File: src/rtl/sys_ctrl_pkg.sv
// Shared definitions for the UART command responder (sys_ctrl_cmd):
// FSM state encoding, command opcodes and the fixed ALU operand addresses.
package sys_ctrl_pkg;

  // FSM state encoding, kept as plain constants so older tools and
  // waveform viewers show the same values everywhere.
  typedef logic [3:0] state_t;

  localparam state_t S_IDLE     = 4'd0;
  localparam state_t S_WR_ADDR  = 4'd1;
  localparam state_t S_WR_DATA  = 4'd2;
  localparam state_t S_RD_ADDR  = 4'd3;
  localparam state_t S_RD_WAIT  = 4'd4;
  localparam state_t S_OPA      = 4'd5;
  localparam state_t S_OPB      = 4'd6;
  localparam state_t S_FUN      = 4'd7;
  localparam state_t S_ALU_WAIT = 4'd8;
  localparam state_t S_TX_B0    = 4'd9;
  localparam state_t S_TX_B1    = 4'd10;

  // First byte of every frame selects the command.
  localparam logic [7:0] CMD_RF_WR   = 8'hAA;
  localparam logic [7:0] CMD_RF_RD   = 8'hBB;
  localparam logic [7:0] CMD_ALU_OP  = 8'hCC;
  localparam logic [7:0] CMD_ALU_NOP = 8'hDD;

  // Register-file locations that feed the ALU operands.
  localparam int unsigned ALU_OPA_ADDR = 0;
  localparam int unsigned ALU_OPB_ADDR = 1;

  // States that are waiting for the next byte of a frame from the host.
  function automatic logic is_byte_wait_state(input state_t s);
    return (s == S_WR_ADDR) || (s == S_WR_DATA) || (s == S_RD_ADDR) ||
           (s == S_OPA)     || (s == S_OPB)     || (s == S_FUN);
  endfunction

endpackage

File: src/rtl/sys_ctrl_cmd.sv
// UART command responder. Decodes command frames from the RX byte stream,
// issues register-file writes/reads and ALU operations, and pushes the
// response bytes (read data or 16-bit ALU result, low byte first) into the
// TX FIFO.
// Optional feature: define SYS_CTRL_TIMEOUT_EN to abandon a partial frame
// after TO_CYCLES clock cycles without a received byte.
module sys_ctrl_cmd
  import sys_ctrl_pkg::*;
#(
  parameter int data_width = 8,
  parameter int addr_width = 4,
  parameter int fun_width  = 4,
  parameter int TO_CYCLES  = 4096
) (
  input  logic                      CLK,
  input  logic                      RST,
  input  logic [data_width-1:0]     RX_P_DATA,
  input  logic                      RX_D_VLD,
  output logic [addr_width-1:0]     RF_Address,
  output logic                      RF_WrEn,
  output logic                      RF_RdEn,
  output logic [data_width-1:0]     RF_WrData,
  input  logic [data_width-1:0]     RF_RdData,
  input  logic                      RF_RdData_VLD,
  output logic                      ALU_EN,
  output logic [fun_width-1:0]      ALU_FUN,
  input  logic [2*data_width-1:0]   ALU_OUT,
  input  logic                      ALU_OUT_VLD,
  output logic                      CLK_GATE_EN,
  input  logic                      FIFO_FULL,
  output logic [data_width-1:0]     WR_DATA,
  output logic                      WR_INC
);

  localparam logic [addr_width-1:0] OPA_ADDR = addr_width'(ALU_OPA_ADDR);
  localparam logic [addr_width-1:0] OPB_ADDR = addr_width'(ALU_OPB_ADDR);

  state_t                    r_state;
  state_t                    w_next_state;
  logic [addr_width-1:0]     r_addr;
  logic [2*data_width-1:0]   r_result;
  logic                      r_one_byte;   // response is a single byte (RF read)
  logic [addr_width-1:0]     r_rf_address;
  logic                      r_rf_wren;
  logic                      r_rf_rden;
  logic [data_width-1:0]     r_rf_wrdata;
  logic                      r_alu_en;
  logic [fun_width-1:0]      r_alu_fun;
  logic                      r_clk_gate;
  logic [data_width-1:0]     r_wr_data;
  logic                      r_wr_inc;
  logic                      w_timeout;

`ifdef SYS_CTRL_TIMEOUT_EN
  localparam int TO_W = $clog2(TO_CYCLES + 1);

  logic [TO_W-1:0] r_to_cnt;

  // Inter-byte timer: restarts on every received byte and whenever no
  // frame byte is awaited, so it only runs inside a partial frame.
  always_ff @(posedge CLK or negedge RST) begin
    if (!RST) begin
      r_to_cnt <= '0;
    end else if (RX_D_VLD || !is_byte_wait_state(r_state)) begin
      r_to_cnt <= '0;
    end else begin
      r_to_cnt <= r_to_cnt + 1'b1;
    end
  end

  assign w_timeout = is_byte_wait_state(r_state) && !RX_D_VLD &&
                     (r_to_cnt == TO_W'(TO_CYCLES - 1));
`else
  assign w_timeout = 1'b0;
`endif

  // Next-state decode: one transition per accepted byte or handshake.
  always_comb begin
    // NOTE: default assignment first so every path assigns; no latch is inferred.
    w_next_state = r_state;
    case (r_state)
      S_IDLE: begin
        if (RX_D_VLD) begin
          case (RX_P_DATA)
            CMD_RF_WR:   w_next_state = S_WR_ADDR;
            CMD_RF_RD:   w_next_state = S_RD_ADDR;
            CMD_ALU_OP:  w_next_state = S_OPA;
            CMD_ALU_NOP: w_next_state = S_FUN;
            default:     w_next_state = S_IDLE;
          endcase
        end
      end
      S_WR_ADDR:  if (RX_D_VLD)      w_next_state = S_WR_DATA;
      S_WR_DATA:  if (RX_D_VLD)      w_next_state = S_IDLE;
      S_RD_ADDR:  if (RX_D_VLD)      w_next_state = S_RD_WAIT;
      S_RD_WAIT:  if (RF_RdData_VLD) w_next_state = S_TX_B0;
      S_OPA:      if (RX_D_VLD)      w_next_state = S_OPB;
      S_OPB:      if (RX_D_VLD)      w_next_state = S_FUN;
      S_FUN:      if (RX_D_VLD)      w_next_state = S_ALU_WAIT;
      S_ALU_WAIT: if (ALU_OUT_VLD)   w_next_state = S_TX_B0;
      S_TX_B0:    if (!FIFO_FULL)    w_next_state = r_one_byte ? S_IDLE : S_TX_B1;
      S_TX_B1:    if (!FIFO_FULL)    w_next_state = S_IDLE;
      default:                       w_next_state = S_IDLE;
    endcase
    if (w_timeout) begin
      w_next_state = S_IDLE;
    end
  end

  // State register, capture registers and registered output strobes.
  always_ff @(posedge CLK or negedge RST) begin
    if (!RST) begin
      r_state      <= S_IDLE;
      r_addr       <= '0;
      r_result     <= '0;
      r_one_byte   <= 1'b0;
      r_rf_address <= '0;
      r_rf_wren    <= 1'b0;
      r_rf_rden    <= 1'b0;
      r_rf_wrdata  <= '0;
      r_alu_en     <= 1'b0;
      r_alu_fun    <= '0;
      r_clk_gate   <= 1'b0;
      r_wr_data    <= '0;
      r_wr_inc     <= 1'b0;
    end else begin
      // NOTE: non-blocking assignments so every register samples pre-edge values.
      r_state    <= w_next_state;
      r_rf_wren  <= 1'b0;
      r_rf_rden  <= 1'b0;
      r_alu_en   <= 1'b0;
      r_wr_inc   <= 1'b0;
      r_clk_gate <= (w_next_state == S_FUN) || (w_next_state == S_ALU_WAIT);
      case (r_state)
        S_WR_ADDR: begin
          if (RX_D_VLD) r_addr <= RX_P_DATA[addr_width-1:0];
        end
        S_WR_DATA: begin
          if (RX_D_VLD) begin
            r_rf_wren    <= 1'b1;
            r_rf_address <= r_addr;
            r_rf_wrdata  <= RX_P_DATA;
          end
        end
        S_RD_ADDR: begin
          if (RX_D_VLD) begin
            r_rf_rden    <= 1'b1;
            r_rf_address <= RX_P_DATA[addr_width-1:0];
          end
        end
        S_RD_WAIT: begin
          if (RF_RdData_VLD) begin
            r_result   <= {{data_width{1'b0}}, RF_RdData};
            r_wr_data  <= RF_RdData;
            r_one_byte <= 1'b1;
          end
        end
        S_OPA: begin
          if (RX_D_VLD) begin
            r_rf_wren    <= 1'b1;
            r_rf_address <= OPA_ADDR;
            r_rf_wrdata  <= RX_P_DATA;
          end
        end
        S_OPB: begin
          if (RX_D_VLD) begin
            r_rf_wren    <= 1'b1;
            r_rf_address <= OPB_ADDR;
            r_rf_wrdata  <= RX_P_DATA;
          end
        end
        S_FUN: begin
          if (RX_D_VLD) begin
            r_alu_en  <= 1'b1;
            r_alu_fun <= RX_P_DATA[fun_width-1:0];
          end
        end
        S_ALU_WAIT: begin
          if (ALU_OUT_VLD) begin
            r_result   <= ALU_OUT;
            r_wr_data  <= ALU_OUT[data_width-1:0];
            r_one_byte <= 1'b0;
          end
        end
        S_TX_B0: begin
          if (!FIFO_FULL) begin
            r_wr_inc  <= 1'b1;
            r_wr_data <= r_result[data_width-1:0];
          end
        end
        S_TX_B1: begin
          if (!FIFO_FULL) begin
            r_wr_inc  <= 1'b1;
            r_wr_data <= r_result[2*data_width-1:data_width];
          end
        end
        default: ;
      endcase
    end
  end

  assign RF_Address  = r_rf_address;
  assign RF_WrEn     = r_rf_wren;
  assign RF_RdEn     = r_rf_rden;
  assign RF_WrData   = r_rf_wrdata;
  assign ALU_EN      = r_alu_en;
  assign ALU_FUN     = r_alu_fun;
  assign CLK_GATE_EN = r_clk_gate;
  assign WR_DATA     = r_wr_data;
  assign WR_INC      = r_wr_inc;

endmodule

File: config.mk
export PLATFORM = sky130hd
export DESIGN_NAME = sys_ctrl_cmd
export DESIGN_NICKNAME = d
export VERILOG_FILES = /design/src/rtl/sys_ctrl_pkg.sv /design/src/rtl/sys_ctrl_cmd.sv
export SDC_FILE = /design/constraint.sdc
export NUM_CORES = 1
export LEC_CHECK = 0
export BUFFER_PORTS_ARGS = -buffer_cell sky130_fd_sc_hd__buf_2
export CAP_MARGIN = 20
export CORE_MARGIN = 10
export CORE_UTILIZATION = 41
export CTS_BUF_LIST = sky130_fd_sc_hd__clkbuf_8
export DETAILED_ROUTE_END_ITERATION = 8
export GPL_TIMING_DRIVEN = 0
export PLACE_DENSITY_LB_ADDON = 0.08
export SLEW_MARGIN = 15
export SYNTH_ARGS = -nofsm -noshare
export SYNTH_HDL_FRONTEND = slang
export SYNTH_SLANG_ARGS = --single-unit
export TNS_END_PERCENT = 50
File: constraint.sdc
create_clock -name CLK -period 2.25 [get_ports CLK]
set_input_delay 0.3375 -clock CLK [delete_from_list [all_inputs] [get_ports CLK]]
set_output_delay 0.3375 -clock CLK [all_outputs]
set_load 0.02 [all_outputs]
# Yosys cells after proc, flatten, opt, wreduce, memory -nomap -nowiden
# Index checks and enable logic that the tools add are counted.
op_classes:
  eq_ne: 24
  n_mux: 36
  reduce_logical: 13
ops:
  columns: ["op", "count"]
  rows:
  - ["$mux 4", 16]
  - ["$pmux 4 s11", 1]
  - ["$eq 8x8->1 const B", 4]
  - ["$mux 16", 2]
  - ["$mux 8", 4]
  - ["$pmux 16 s2", 1]
  - ["$pmux 8 s4", 1]
  - ["$eq 4x3->1 const B", 5]
  - ["$eq 4x4->1 const B", 4]
  - ["$ne 2x2->1 const B", 8]
  - ["$pmux 4 s4", 1]
  - ["$pmux 3 s4", 1]
  - ["$reduce_and 5->1", 2]
  - ["$eq 4x2->1 const B", 2]
  - ["$mux 1", 8]
  - ["$reduce_bool 4->1", 2]
  - ["$reduce_and 2->1", 3]
  - ["$eq 4x1->1 const B", 1]
  - ["$logic_not 4->1", 1]
  - ["$reduce_and 3->1", 1]
  - ["$reduce_or 3->1", 1]
  - ["$pmux 1 s2", 1]
  - ["$reduce_bool 2->1", 1]
  - ["$reduce_or 2->1", 1]
  - ["$logic_or 1x1->1", 1]
word_totals:
  ff_bits: 54
  input_bits: 38
  out_inout_bits: 29
  elab_cells: 86

# Logic depth before layout (Yosys ltp)
logic_depth:
  word_depth: 6
  ltp_mapped: 6
  depth_no_buf: 5

# Least setup slack after synthesis
# Ideal clock, no wire load.
synth_path:
  path_type: "register -> register"
  start: "register r_state[0]"
  end: "register r_wr_data[0] (netlist: WR_DATA[0])"
  setup_ns: 0.125
  arrival_ns: 1.632
  t_required_ns: 2.125
  slack_ns: 0.493
  path_stages_with_launch: 5
  path_buffers: 1
  synth_period_minus_slack_ns: 1.757
  cell_sequence: "dfrtp_1 buf_4 or4_1 o211ai_4 mux2_4"
synth_via:
  elab_chain_cells: 3
  word_cells_on_any_way: 11
  classes_between: "eq/ne (8); mux (1); reduce/logical (2)"
synth_rtl:
  columns: ["element", "line", "rtl"]
  rows:
  - ["from (decl)", "sys_ctrl_cmd.sv:38", "state_t r_state;"]
  - ["from (signal assigned)", "sys_ctrl_cmd.sv:128", "r_state <= w_next_state;"]
  - ["$eq 4x4->1 or $eq 4x3->1 (tied branches)", "sys_ctrl_cmd.sv:134", "case (r_state)"]
  - ["$reduce_bool 4->1 (no source line) or $ne 2x2->1 (tied branches)", null, null]
  - ["$reduce_and 5->1 (no source line)", null, null]
  - ["to (signal assigned)", "sys_ctrl_cmd.sv:154", "r_wr_data <= RF_RdData;"]
  - ["to (signal assigned)", "sys_ctrl_cmd.sv:181", "r_wr_data <= ALU_OUT[data_width-1:0];"]
  - ["to (signal assigned)", "sys_ctrl_cmd.sv:188", "r_wr_data <= r_result[data_width-1:0];"]
  - ["to (decl)", "sys_ctrl_cmd.sv:50", "logic [data_width-1:0] r_wr_data;"]
# Several ways; a longest one is shown, not always the timed one.
# A chain may end at the register's enable or synchronous reset.

# Worst setup path in the final report
layout_path:
  start: "register r_state[1]"
  end: "register r_wr_data[2] (netlist: WR_DATA[2])"
# The elaborated chain is that of the path after synthesis.

==> flow_metrics.env <==
export IMPL_outcome="completed"
export IMPL_clk_root_buffer_cell="clkbuf_8"
export IMPL_end_kind="flip-flop"
export IMPL_regToRegStartpoint="r_state[1]"
export IMPL_drcViolationCount=0
export IMPL_first_global_vias=2399
export IMPL_ys_ff_latch=54
export IMPL_critical_path_class="flip-flop to flip-flop"
export IMPL_critPathMaxFanout=9
export IMPL_switching_share_pct=42.3
export IMPL_ioPinCount=67
export IMPL_htreeDepth=2
export IMPL_ctsHoldBuffers=0
export IMPL_cts_sinks=54
export IMPL_cp_arrival_ns=2.29
export IMPL_muxShareOfSynthArea_pct=16.3
export IMPL_worst_path_buf_inv=0
export IMPL_synth_fp_nets=318
export IMPL_synth_top_family_by_area="simple AND/OR/NAND/NOR gates"
export IMPL_avgSynthCellArea_um2=10.3
export IMPL_final_cell_mix="72 x buf_2, 54 x dfrtp_1, 39 x nand2_1"
export IMPL_fin_tns_setup_ns=0
export IMPL_cp_slowest_cell="dfrtp_1"
export IMPL_p_leak_nw=1.57
export IMPL_slew_viol_final=0
export IMPL_crit_family="simple AND/OR/NAND/NOR gates"
export IMPL_yosysSeqAreaShare_pct=47.0
export IMPL_post_cts_buffers=0
export IMPL_wl_per_cell_um=17.3
export IMPL_crit_path_cell_trace="nor2b_1 -> and2b_1 -> o211ai_4 -> mux2_4"
export IMPL_placed_cells=442
export IMPL_core_um2=6790
export IMPL_pwr_share_seq_pct=35.8
export IMPL_io_buffers=66
export IMPL_clkTransAtPathRegs_ns=0.11
export IMPL_drv_cap=0
export IMPL_synthAdderAreaFrac_pct=0
export IMPL_fp_dieArea_um2=10800
export IMPL_overflow=0
export IMPL_vias_per_cell=5.27
export IMPL_synth_edf_count=0
export IMPL_ir_drop_v=0.000600
export IMPL_antenna_found_initial=0
export IMPL_p_comb_share_pct=50.8
export IMPL_yosys_top_cells_area="dfrtp_1 47%, mux2_2 9.0%, nand2_1 5.1%"
export IMPL_hold_path_class="primary input to asynchronous set/reset pin"
export IMPL_postSynth_asyncResetShare_pct=100
export IMPL_hold_viol=0
export IMPL_post_synth_and_or_nand_nor_area_fraction_pct=16.7
export IMPL_synth_top_area_share_pct=47.0
export IMPL_fin_crit_ns=2.08
export IMPL_rr_worst_depth=4
export IMPL_cts_tree="yes"
export IMPL_post_cts_resized=0
export IMPL_yosys_warnings=0
export IMPL_ant_nets=0
export IMPL_gp_congestion=0.849
export IMPL_firstDrtPassIters=4
export IMPL_cts_made_buffers=5
export IMPL_mappedNetlistArea_um2=2880
export IMPL_total_power_w=0.00447
export IMPL_die_w_um=104
export IMPL_grt_pass1_wl_um=13000
export IMPL_clk_path_buf_depth=2
export IMPL_synth_xor_area_share_pct=0
export IMPL_r2r_end="WR_DATA[2]"
export IMPL_skew_ns=0.0123
export IMPL_synth_compound_area_share_pct=15.9
export IMPL_rows=30
export IMPL_drt_first_iter_violations=153
export IMPL_routed_wl_um=7800
export IMPL_fmax_mhz=481
export IMPL_yosys_most_used_dff="dfrtp_1"
export IMPL_num_antenna_cells=0
export IMPL_fin_util_pct=50.5
export IMPL_clock_latency_ns=0.32
export IMPL_setup_viol=0
export IMPL_p_switching_w=0.00189
export IMPL_vias=2373
export IMPL_syn_inst=280
export IMPL_critPathLaunchType="flip-flop"
export IMPL_start_util_pct=42.3
export IMPL_grt_setup_unrepaired="false"
export IMPL_die_height_um=104
export IMPL_critPathRequiredTime_ns=2.46
export IMPL_finalNetCount=391
export IMPL_grt_usage_pct=14.5
export IMPL_relSlewSlack_pct=53.6
export IMPL_slowest_delay_ns=0.52
export IMPL_power_density_nw_per_um2=1300
export IMPL_ys_types=45
export IMPL_mostFrequentLayoutCell="buf_2"
export IMPL_synth_largest_area_cell="dfrtp_1"
export IMPL_worstMarginPinSlew_ns=0.696
export IMPL_drive_above_1_share_pct=34.5
export IMPL_r2r_slack_ns=0.17
export IMPL_p_clk_share_pct=13.4
export IMPL_grt_max_degree=55
export IMPL_layout_cells_non_filler=450
export IMPL_whs_ns=0.0457
export IMPL_hpwl_um=5710
export IMPL_period_share_pct=92.5
export IMPL_intPower_w=0.00258
export IMPL_area_growth_pct=19.2
cell usage after synthesis, types with 3 or more instances:
cell,number
buf_6,3
and2_1,3
a22oi_1,3
o22ai_1,9
mux2i_1,9
nor4bb_1,3
nand3_1,3
mux2_2,23
dfrtp_1,54
inv_1,4
clkbuf_1,5
o21ai_0,26
nor2_1,17
nand2_1,39
o2111ai_1,3
buf_2,7
mux2_4,8
nand2b_1,9
nor3_1,3
a21oi_1,14
flip-flops by register name, summed over array words and instances, names as in the netlist:
signal       cells
RF_RdEn          1
RF_WrData        8
WR_INC           1
CLK_GATE_EN      1
r_addr           4
r_one_byte       1
ALU_EN           1
RF_Address       4
ALU_FUN          4
RF_WrEn          1
WR_DATA          8
r_state          4
r_result        16
through the flow:
| stage | cell area (um^2) | setup slack (ns) |
|---|---|---|
| 3_5_place_dp | 3330 | 0.195 |
| 6_report | 3430 | 0.170 |
| 4_1_cts | 3430 | 0.177 |
| 5_1_grt | 3430 | 0.0174 |
| 3_3_place_gp | 3330 | 0.224 |
| 2_1_floorplan | 2880 | 0.493 |
worst max-delay path by stage:
stage / from / to / slack, ns / cells past startpoint
3_5_place_dp: r_state[1] / WR_DATA[1] / 0.19 / 4
5_1_grt: r_state[1] / WR_DATA[6] / 0.02 / 6
4_1_cts: r_state[1] / WR_DATA[2] / 0.18 / 4
2_1_floorplan: r_state[0] / WR_DATA[0] / 0.49 / 4
6_report: r_state[1] / WR_DATA[2] / 0.17 / 4
3_3_place_gp: r_state[1] / WR_DATA[2] / 0.22 / 4
power by group through the flow:
stage / registers, W / logic (W) / clock network [W]
after floorplan: 0.00182 / 0.00141 / 0
final: 0.00160 / 0.00227 / 0.000599
after detailed placement: 0.00162 / 0.00228 / 0
after global routing: 0.00166 / 0.00248 / 0.000661
after CTS: 0.00160 / 0.00229 / 0.000618
after global placement: 0.00160 / 0.00227 / 0
per-layer routing:
layer  track usage [%]  wire [um]  up-vias
met5                 0          0        -
met4              3.98         98        0
met3              4.40        559        7
met2              20.8       3290       72
met1              20.4       3850     1139
li1                  -          -     1155
cell type report:
class                           instances  area, um^2
Tap cell                               96         120
Timing Repair Buffer                   66         333
Clock inverter                          2        16.3
Buffer                                 17         103
Multi-Input combinational cell        205        1410
Fill cell                             671        3370
Sequential cell                        54        1350
Clock buffer                            6        82.6
Inverter                                4        15.0
logic make-up after synthesis:
logic type	after synthesis
AOI/OAI and AO/OA	71
DFF	54
and+or+nand+nor	94
muxes	40
buffers and inverters	21
(Power assumes the default switching activity.)
